--- config.mk ---
export PLATFORM = sky130hd
export DESIGN_NAME = branch_predictor_table
export DESIGN_NICKNAME = d
export VERILOG_FILES = /design/src/rtl/branch_predictor_table.sv
export SDC_FILE = /design/constraint.sdc
export NUM_CORES = 1
export LEC_CHECK = 0
export ABC_CLOCK_PERIOD_IN_PS = 4200
export CAP_MARGIN = 20
export CORE_UTILIZATION = 28
export CTS_CLUSTER_DIAMETER = 150
export DETAILED_ROUTE_END_ITERATION = 7
export SETUP_SLACK_MARGIN = 0.2
export SYNTH_ARGS = -nofsm -noshare
export SYNTH_HDL_FRONTEND = slang
export SYNTH_SLANG_ARGS = --single-unit
export TNS_END_PERCENT = 50
--- constraint.sdc ---
create_clock -name clk -period 4.2 [get_ports clk]
set_clock_uncertainty 0.05 [all_clocks]
set_input_delay 0.63 -clock clk [delete_from_list [all_inputs] [get_ports clk]]
set_output_delay 0.63 -clock clk [all_outputs]
set_load 0.02 [all_outputs]
--- src/rtl/branch_predictor_table.sv ---
// branch_predictor_table: pattern history table of saturating counters for
// the IF-stage conditional branch prediction. The table is indexed by the fetch
// PC, optionally hashed with a global history (gshare). It is trained by the ID
// stage and also counts resolved and mispredicted branches.
module branch_predictor_table #(
  parameter int WIDTH    = 32,
  parameter int ENTRIES  = 64,
  parameter int CTR_BITS = 2,
  parameter int HIST_LEN = 6,
  parameter int GSHARE   = 1,
  localparam int IDX     = $clog2(ENTRIES)
) (
  input  logic                clk,
  input  logic                rst,
  input  logic [WIDTH-1:0]    IF_pc,
  input  logic                IF_Branch,
  output logic                prediction,
  output logic [IDX-1:0]      pred_index,
  input  logic                upd_en,
  input  logic [IDX-1:0]      upd_index,
  input  logic                upd_taken,
  input  logic                upd_mispredict,
  output logic [HIST_LEN-1:0] ghr,
  output logic [WIDTH-1:0]    branch_cnt,
  output logic [WIDTH-1:0]    miss_cnt
);

  // Weakly not-taken. This value is 0 for 1-bit counters.
  localparam logic [CTR_BITS-1:0] CTR_INIT = CTR_BITS'((1 << (CTR_BITS - 1)) - 1);
  localparam logic [CTR_BITS-1:0] CTR_MAX  = '1;
  localparam logic [CTR_BITS-1:0] CTR_ONE  = CTR_BITS'(1);
  localparam logic [WIDTH-1:0]    CNT_ONE  = WIDTH'(1);

  logic [CTR_BITS-1:0] pht_q [ENTRIES];
  logic [HIST_LEN-1:0] ghr_q, ghr_d, ghr_shift;
  logic [WIDTH-1:0]    branch_cnt_q, branch_cnt_d;
  logic [WIDTH-1:0]    miss_cnt_q, miss_cnt_d;
  logic [CTR_BITS-1:0] ctr_cur, ctr_d;
  logic [IDX-1:0]      pc_idx;

  // Word-aligned PC: the low two bits never select an entry. Bits above the
  // index are not part of the lookup.
  assign pc_idx = IF_pc[IDX+1:2];

  logic unused_pc_bits;
  assign unused_pc_bits = ^IF_pc;

  // ---------------------------------------------------------------------------
  // Lookup: combinational from the registered table and history. There is no
  // bypass from a same-cycle update.
  // ---------------------------------------------------------------------------
  if (GSHARE != 0) begin : g_gshare
    logic [IDX-1:0] hist_idx;
    if (HIST_LEN == IDX) begin : g_hist_full
      assign hist_idx = ghr_q;
    end else begin : g_hist_pad
      assign hist_idx = {{(IDX - HIST_LEN){1'b0}}, ghr_q};
    end
    assign pred_index = pc_idx ^ hist_idx;
  end else begin : g_bimodal
    assign pred_index = pc_idx;
  end

  assign prediction = IF_Branch & pht_q[pred_index][CTR_BITS-1];

  // ---------------------------------------------------------------------------
  // Training
  // ---------------------------------------------------------------------------
  assign ctr_cur = pht_q[upd_index];

  // Saturating step of the counter being trained.
  always_comb begin
    ctr_d = ctr_cur;
    if (upd_taken) begin
      if (ctr_cur != CTR_MAX) begin
        ctr_d = ctr_cur + CTR_ONE;
      end
    end else begin
      if (ctr_cur != '0) begin
        ctr_d = ctr_cur - CTR_ONE;
      end
    end
  end

  // The history shifts in the resolved outcome. A 1-bit history just holds it.
  if (HIST_LEN == 1) begin : g_hist_one
    assign ghr_shift = upd_taken;
  end else begin : g_hist_multi
    assign ghr_shift = {ghr_q[HIST_LEN-2:0], upd_taken};
  end

  // Next state for the history and the performance counters. The mispredict
  // flag only counts when a branch actually resolves.
  always_comb begin
    ghr_d        = ghr_q;
    branch_cnt_d = branch_cnt_q;
    miss_cnt_d   = miss_cnt_q;
    if (upd_en) begin
      ghr_d        = ghr_shift;
      branch_cnt_d = branch_cnt_q + CNT_ONE;
      if (upd_mispredict) begin
        miss_cnt_d = miss_cnt_q + CNT_ONE;
      end
    end
  end

  // PHT register array: reset clears the whole table in one cycle and takes
  // priority over a concurrent update.
  always_ff @(posedge clk) begin
    if (rst) begin
      for (int i = 0; i < ENTRIES; i++) begin
        pht_q[i] <= CTR_INIT;
      end
    end else if (upd_en) begin
      pht_q[upd_index] <= ctr_d;
    end
  end

  // History and performance counter registers.
  always_ff @(posedge clk) begin
    if (rst) begin
      ghr_q        <= '0;
      branch_cnt_q <= '0;
      miss_cnt_q   <= '0;
    end else begin
      ghr_q        <= ghr_d;
      branch_cnt_q <= branch_cnt_d;
      miss_cnt_q   <= miss_cnt_d;
    end
  end

  assign ghr        = ghr_q;
  assign branch_cnt = branch_cnt_q;
  assign miss_cnt   = miss_cnt_q;

endmodule

==> results of run 1 <==
-- power by group through the flow --
stage / logic (mW) / clock network, mW / registers (mW)
2_1_floorplan: 0.367 / 0 / 2.16
3_3_place_gp: 0.517 / 0 / 2.16
3_5_place_dp: 0.520 / 0 / 2.16
4_1_cts: 0.521 / 1.67 / 2.12
5_1_grt: 0.556 / 1.74 / 2.12
6_report: 0.519 / 1.64 / 2.12
-- critical path, stage by stage --
cell,delay (ns)
clkdlybuf4s50_1,0.55
xor2_4,0.18
buf_12,0.17
mux4_2,0.51
mux4_2,0.52
mux2i_2,0.17
buf_4,0.15
o22ai_1,0.07
clkbuf_2,0.18
-- placed cells by master (no fill, tap or decap), drive strengths merged, types with 4 or more instances in the layout --
cell | netlist | final
o21ai | 17 | 17
mux2 | 10 | 10
a21oi | 12 | 12
edfxtp | 128 | 128
and4 | 7 | 7
a21o | 13 | 13
buf | 36 | 53
or2 | 21 | 21
nand2 | 82 | 82
inv | 9 | 16
nor2 | 119 | 119
nand4 | 16 | 16
and2 | 4 | 4
xor2 | 48 | 48
mux2i | 24 | 24
dfxtp | 70 | 70
nand3b | 6 | 6
clkbuf | 34 | 22
mux4 | 33 | 33
nand3 | 69 | 69
nand2b | 21 | 21
clkdlybuf4s50 | 0 | 90
and3b | 4 | 4
o21bai | 14 | 14
nor3 | 55 | 55
xnor2 | 13 | 13
or3 | 8 | 8
a211oi | 4 | 4
and3 | 19 | 19
a221oi | 4 | 4
-- state kept, by name, indices dropped and copies added (netlist names) --
| signal | flops |
|---|---|
| pht_q | 128 |
| miss_cnt | 32 |
| branch_cnt | 32 |
| ghr | 6 |
-- cell type report --
class	count	area (um^2)	area share (%)
clock inverter	10	80.1	0.647
tap	461	577	4.66
inverter	9	33.8	0.273
clock buffer	21	503	4.06
timing repair buffer	144	1400	11.3
sequential	198	5250	42.4
multi-input combinational	663	4540	36.7
-- repair_timing --
item	4_1_cts	5_1_grt
hold buffers	0	0
pin swaps	0	0
setup endpoints to repair	1	1
gates resized for setup	1	3
-- cells by family (layout without fill, tap and decap cells) --
family,Yosys count,count (layout),share of synthesized area (%)
xor gates and xnor gates,61,61,5.22
AOI/OAI and AO/OA,87,87,5.84
buffers and inverters,79,184,4.76
adders and majority gates,4,4,0.464
muxes,67,67,10.8
and+or+nand+nor,444,444,21.7
DFF,198,198,51.2
-- worst max-delay path by stage --
| stage | endpoint | cells after the start | slack, ns |
|---|---|---|---|
| 6_report | prediction | 9 | 0.37 |
| 5_1_grt | prediction | 9 | 0.29 |
| 4_1_cts | prediction | 9 | 0.21 |
| 3_5_place_dp | prediction | 9 | -0.01 |
| 3_3_place_gp | prediction | 9 | -0.01 |
| 2_1_floorplan | prediction | 6 | 0.64 |
-- routing by layer --
| metal | vias up | track usage, % | share of wire (%) |
|---|---|---|---|
| met5 | - | 0 | 0 |
| met4 | 0 | 5.45 | 2.7 |
| met3 | 44 | 3.45 | 7.7 |
| met2 | 313 | 23.2 | 45 |
| met1 | 3800 | 20.8 | 45 |
| li1 | 3598 | - | - |
==> impl_metrics.tcl, run 1 <==
set metrics [dict create \
    ys_ff_latch 198 \
    vias 7755 \
    fin_setup_tns_ns 0 \
    gp_congestion 0.845 \
    cts_buffer_depth 2 \
    period_needed_ns 3.83 \
    crit_path_start_kind "primary input" \
    ff2ff_path_depth 7 \
    hold_depth 2 \
    cts_tree "done" \
    synth-edff-count 128 \
    final_core_util_pct 34.6 \
    rsz0062_at_grt "false" \
    rr_endpoint "pht_q[38][0]" \
    clock-sinks 198 \
    die_w_um 193 \
    total_power_mw 4.28 \
    yosysWarnings 0 \
    timing.rr.start "pht_q[47][1]" \
    leakage_nw 4.08 \
    violations "DRC" \
    p_switching_mw 1.10 \
    start_util_pct 28.7 \
    die_y_um 193 \
    rows 69 \
    synth_top_area_cell "edfxtp_1" \
    cp-startpoint "IF_pc[2]" \
    powerDensity_nw_per_um2 346 \
    synthCells 940 \
    viasPerCell 5.15 \
    first_pass_iters 8 \
    core_region_area_um2 35700 \
    maxSlewHeadroom_pct 30.5 \
    grtUsageTotal_pct 15.1 \
    grt-ovfl-total 0 \
    syn_to_final_growth_pct 20.9 \
    synth-async-reset-ratio_pct 0 \
    ios 121 \
    post_cts_buffers 0 \
    grt_max_degree 95 \
    min_period_over_period_pct 91.1 \
    setup_viol 0 \
    post_synth_num_cell_types 63 \
    ys.flop_type "edfxtp_1" \
    internal_power_mw 3.18 \
    combPwrFrac_pct 12.1 \
    cts_buffers 17 \
    worstMarginPinSlew_ns 1.03 \
    pwr-share-seq_pct 49.5 \
    endpoint_kind "output pin" \
    slew_violations 0 \
    stdcell_count 1506 \
    path_clk_slew_ns 0.07 \
    dieArea_um2 37300 \
    clock.fmax_ghz 0.261 \
    place_ws_ns -0.0122 \
    grt_pass1_wl_um 43900 \
    hold_class "flop to flop" \
    syn_avg_cell_area_um2 10.9 \
    maxCapViolCount 0 \
    htree_levels 4 \
    drt_wl_total_um 27900 \
    hold_viol 0 \
    synth_nets 986 \
    switching_share_pct 25.7 \
    fillCellCount 3559 \
    reg2reg_slack_ns 1.19 \
    fin_area_um2 12400 \
    ant_nets 0 \
    ir_drop_v 0.000234 \
    synthTopCellsByArea "edfxtp_1 (38%), dfxtp_1 (14%), mux4_2 (7.0%)" \
    finish.net_count 1079 \
    crit_required_ns 3.52 \
    route.detailed.drc 20 \
    grt_pass1_vias 7432 \
    wl_per_cell_um 18.5 \
    crit_arrival_ns 3.15 \
    antenna_cells 0 \
    clkPwrFrac_pct 38.4 \
    critPathKind "primary input to output pin" \
    root_buffer "clkbuf_16" \
    drt_iter0_drc 783 \
    status "complete, but fails checks" \
    drive_gt1_share_pct 16.0 \
    critPathMaxFanout 12 \
    clock_latency_ns 0.43 \
    seq_area_frac_synth_pct 51.2 \
    syn_area_um2 10200 \
    yosys-top-cells-count "edfxtp_1 (128), nor2_1 (119), nand2_1 (82), dfxtp_1 (70), nand3_1 (64)" \
    place_inst 1475 \
    worst_hold_slack_ns 0.455 \
    hold_start "branch_cnt[31]" \
    antenna_found_initial 0 \
    fin_ws_ns 0.372 \
    io_buffers 94 \
    dp_hpwl_um 19600 \
    synth_top_area_share_pct 37.5 \
    synth.most_common_cell "edfxtp_1" \
    dpl-instance-area_um2 11800 \
    hold_end "branch_cnt[31]" \
]
(Power assumes the default switching activity.)
==> run 2, diff against run 1 <==
--- a/config.mk
+++ b/config.mk
@@ -10,7 +10,8 @@
 export CORE_UTILIZATION = 28
 export CTS_CLUSTER_DIAMETER = 150
 export DETAILED_ROUTE_END_ITERATION = 7
-export SETUP_SLACK_MARGIN = 0.2
+export SETUP_SLACK_MARGIN = 0.1
+export SLEW_MARGIN = 20
 export SYNTH_ARGS = -nofsm -noshare
 export SYNTH_HDL_FRONTEND = slang
 export SYNTH_SLANG_ARGS = --single-unit
==> impl_metrics.tcl, run 2 (synthesis results as in run 1) <==
set metrics [dict create \
    cts_buffers 17 \
    dp_hpwl_um 19600 \
    start_util_pct 28.7 \
    die_w_um 193 \
    antenna_cells 0 \
    antenna_found_initial 0 \
    stdcell_count 1506 \
    grt_max_degree 95 \
    fin_ws_ns 0.205 \
    cts_buffer_depth 2 \
    fin_setup_tns_ns 0 \
    ios 121 \
    worstMarginPinSlew_ns 1.08 \
    vias 7751 \
    powerDensity_nw_per_um2 346 \
    ir_drop_v 0.000232 \
    finish.net_count 1079 \
    highest_layer "met4" \
    crit_arrival_ns 3.32 \
    ant_nets 0 \
    clock.fmax_ghz 0.250 \
    wl_per_cell_um 18.6 \
    drt_iter0_drc 721 \
    first_pass_iters 8 \
    maxCapViolCount 0 \
    grtUsageTotal_pct 15.1 \
    grt-ovfl-total 0 \
    maxSlewHeadroom_pct 27.5 \
    crit_required_ns 3.52 \
    clock-sinks 198 \
    total_power_mw 4.28 \
    io_buffers 94 \
    route.detailed.drc 20 \
    crit_path_start_kind "primary input" \
    critPathKind "primary input to output pin" \
    final_common_cell "edfxtp_1" \
    leakage_nw 4.09 \
    endpoint_kind "output pin" \
    place_inst 1475 \
    dieArea_um2 37300 \
    die_y_um 193 \
    htree_levels 4 \
    rows 69 \
    drive_gt1_share_pct 15.8 \
    ctsHoldBuffers 0 \
    largest_reg_flops 128 \
    violations "DRC" \
    setup_viol 0 \
    drt_wl_total_um 28000 \
    critPathMaxFanout 12 \
    hold_viol 0 \
    period_needed_ns 4.00 \
    viasPerCell 5.15 \
    gp_congestion 0.845 \
    slew_violations 0 \
    worst_hold_slack_ns 0.455 \
    grt_pass1_wl_um 43900 \
    place_ws_ns -0.0122 \
    clock_latency_ns 0.43 \
    path_clk_slew_ns 0.07 \
    root_buffer "clkbuf_16" \
    cts_tree "done" \
    top_register "pht_q" \
    core_region_area_um2 35700 \
    syn_to_final_growth_pct 20.9 \
    final_cell_mix "edfxtp_1 (128), nor2_1 (119), clkdlybuf4s50_1 (90)" \
    status "complete, but fails checks" \
    hold_class "flop to flop" \
    grt_pass1_vias 7432 \
    min_period_over_period_pct 95.1 \
    route.layer.met1.wl_um 12500 \
    rsz0062_at_grt "false" \
    dr_wl_met2_um 12500 \
    dr_wl_met3_um 2170 \
]
run 2: cell count changes in the layout (fill, tap and decap cells not counted), sizes merged:
cell,before,now
clkbuf,22,21
dlygate4sd2,0,1
run 2: metal layers:
| layer | GRT usage [%] | vias up |
|---|---|---|
| li1 | - | 3598 |
| met1 | 20.8 | 3811 |
| met2 | 23.2 | 297 |
| met3 | 3.45 | 45 |
| met4 | 5.45 | 0 |
| met5 | 0 | - |
run 2: worst paths after layout:
check                      start              to  slack [ns]  depth (start not counted)
setup reg to reg    pht_q[46][1]    pht_q[38][0]        1.20                          8
hold reg to reg   branch_cnt[31]  branch_cnt[31]        0.45                          2
hold / removal    branch_cnt[31]  branch_cnt[31]        0.45                          2
setup / recovery        IF_pc[2]      prediction        0.20                          9
run 2: cell type report:
class / instances / area, um^2
Sequential cell: 198 / 5250
Fill cell: 3560 / 23400
Clock buffer: 21 / 503
Inverter: 9 / 33.8
Multi-Input combinational cell: 663 / 4540
Clock inverter: 10 / 80.1
Timing Repair Buffer: 144 / 1400
Tap cell: 461 / 577
run 2: what timing repair did:
item / 4_1_cts / 5_1_grt
gates resized for setup: 1 / 0
setup endpoints to repair: 1 / 0
buffers inserted: 0 / 0
run 2: power by group:
part           total (mW)  leakage, nW  switching [mW]  internal (mW)
logic               0.520         2.11           0.307          0.213
clock network        1.65        0.291           0.772          0.873
registers            2.12         1.69          0.0232           2.10
run 2: stage by stage:
step | instance area [um^2] | util (%)
finish | 12400 | 34.6
global route | 12400 | 34.6
CTS | 12400 | 34.6
detailed placement | 11800 | 33.0
global placement | 11800 | 33.0
floorplan | 10200 | -
run 2: worst max-delay path, stage by stage:
cell and delay (ns):
clkdlybuf4s50_1 0.55, xor2_4 0.18, buf_12 0.17, mux4_2 0.52
mux4_2 0.51, mux2i_1 0.18, buf_4 0.15, o22ai_1 0.06
dlygate4sd2_1 0.34
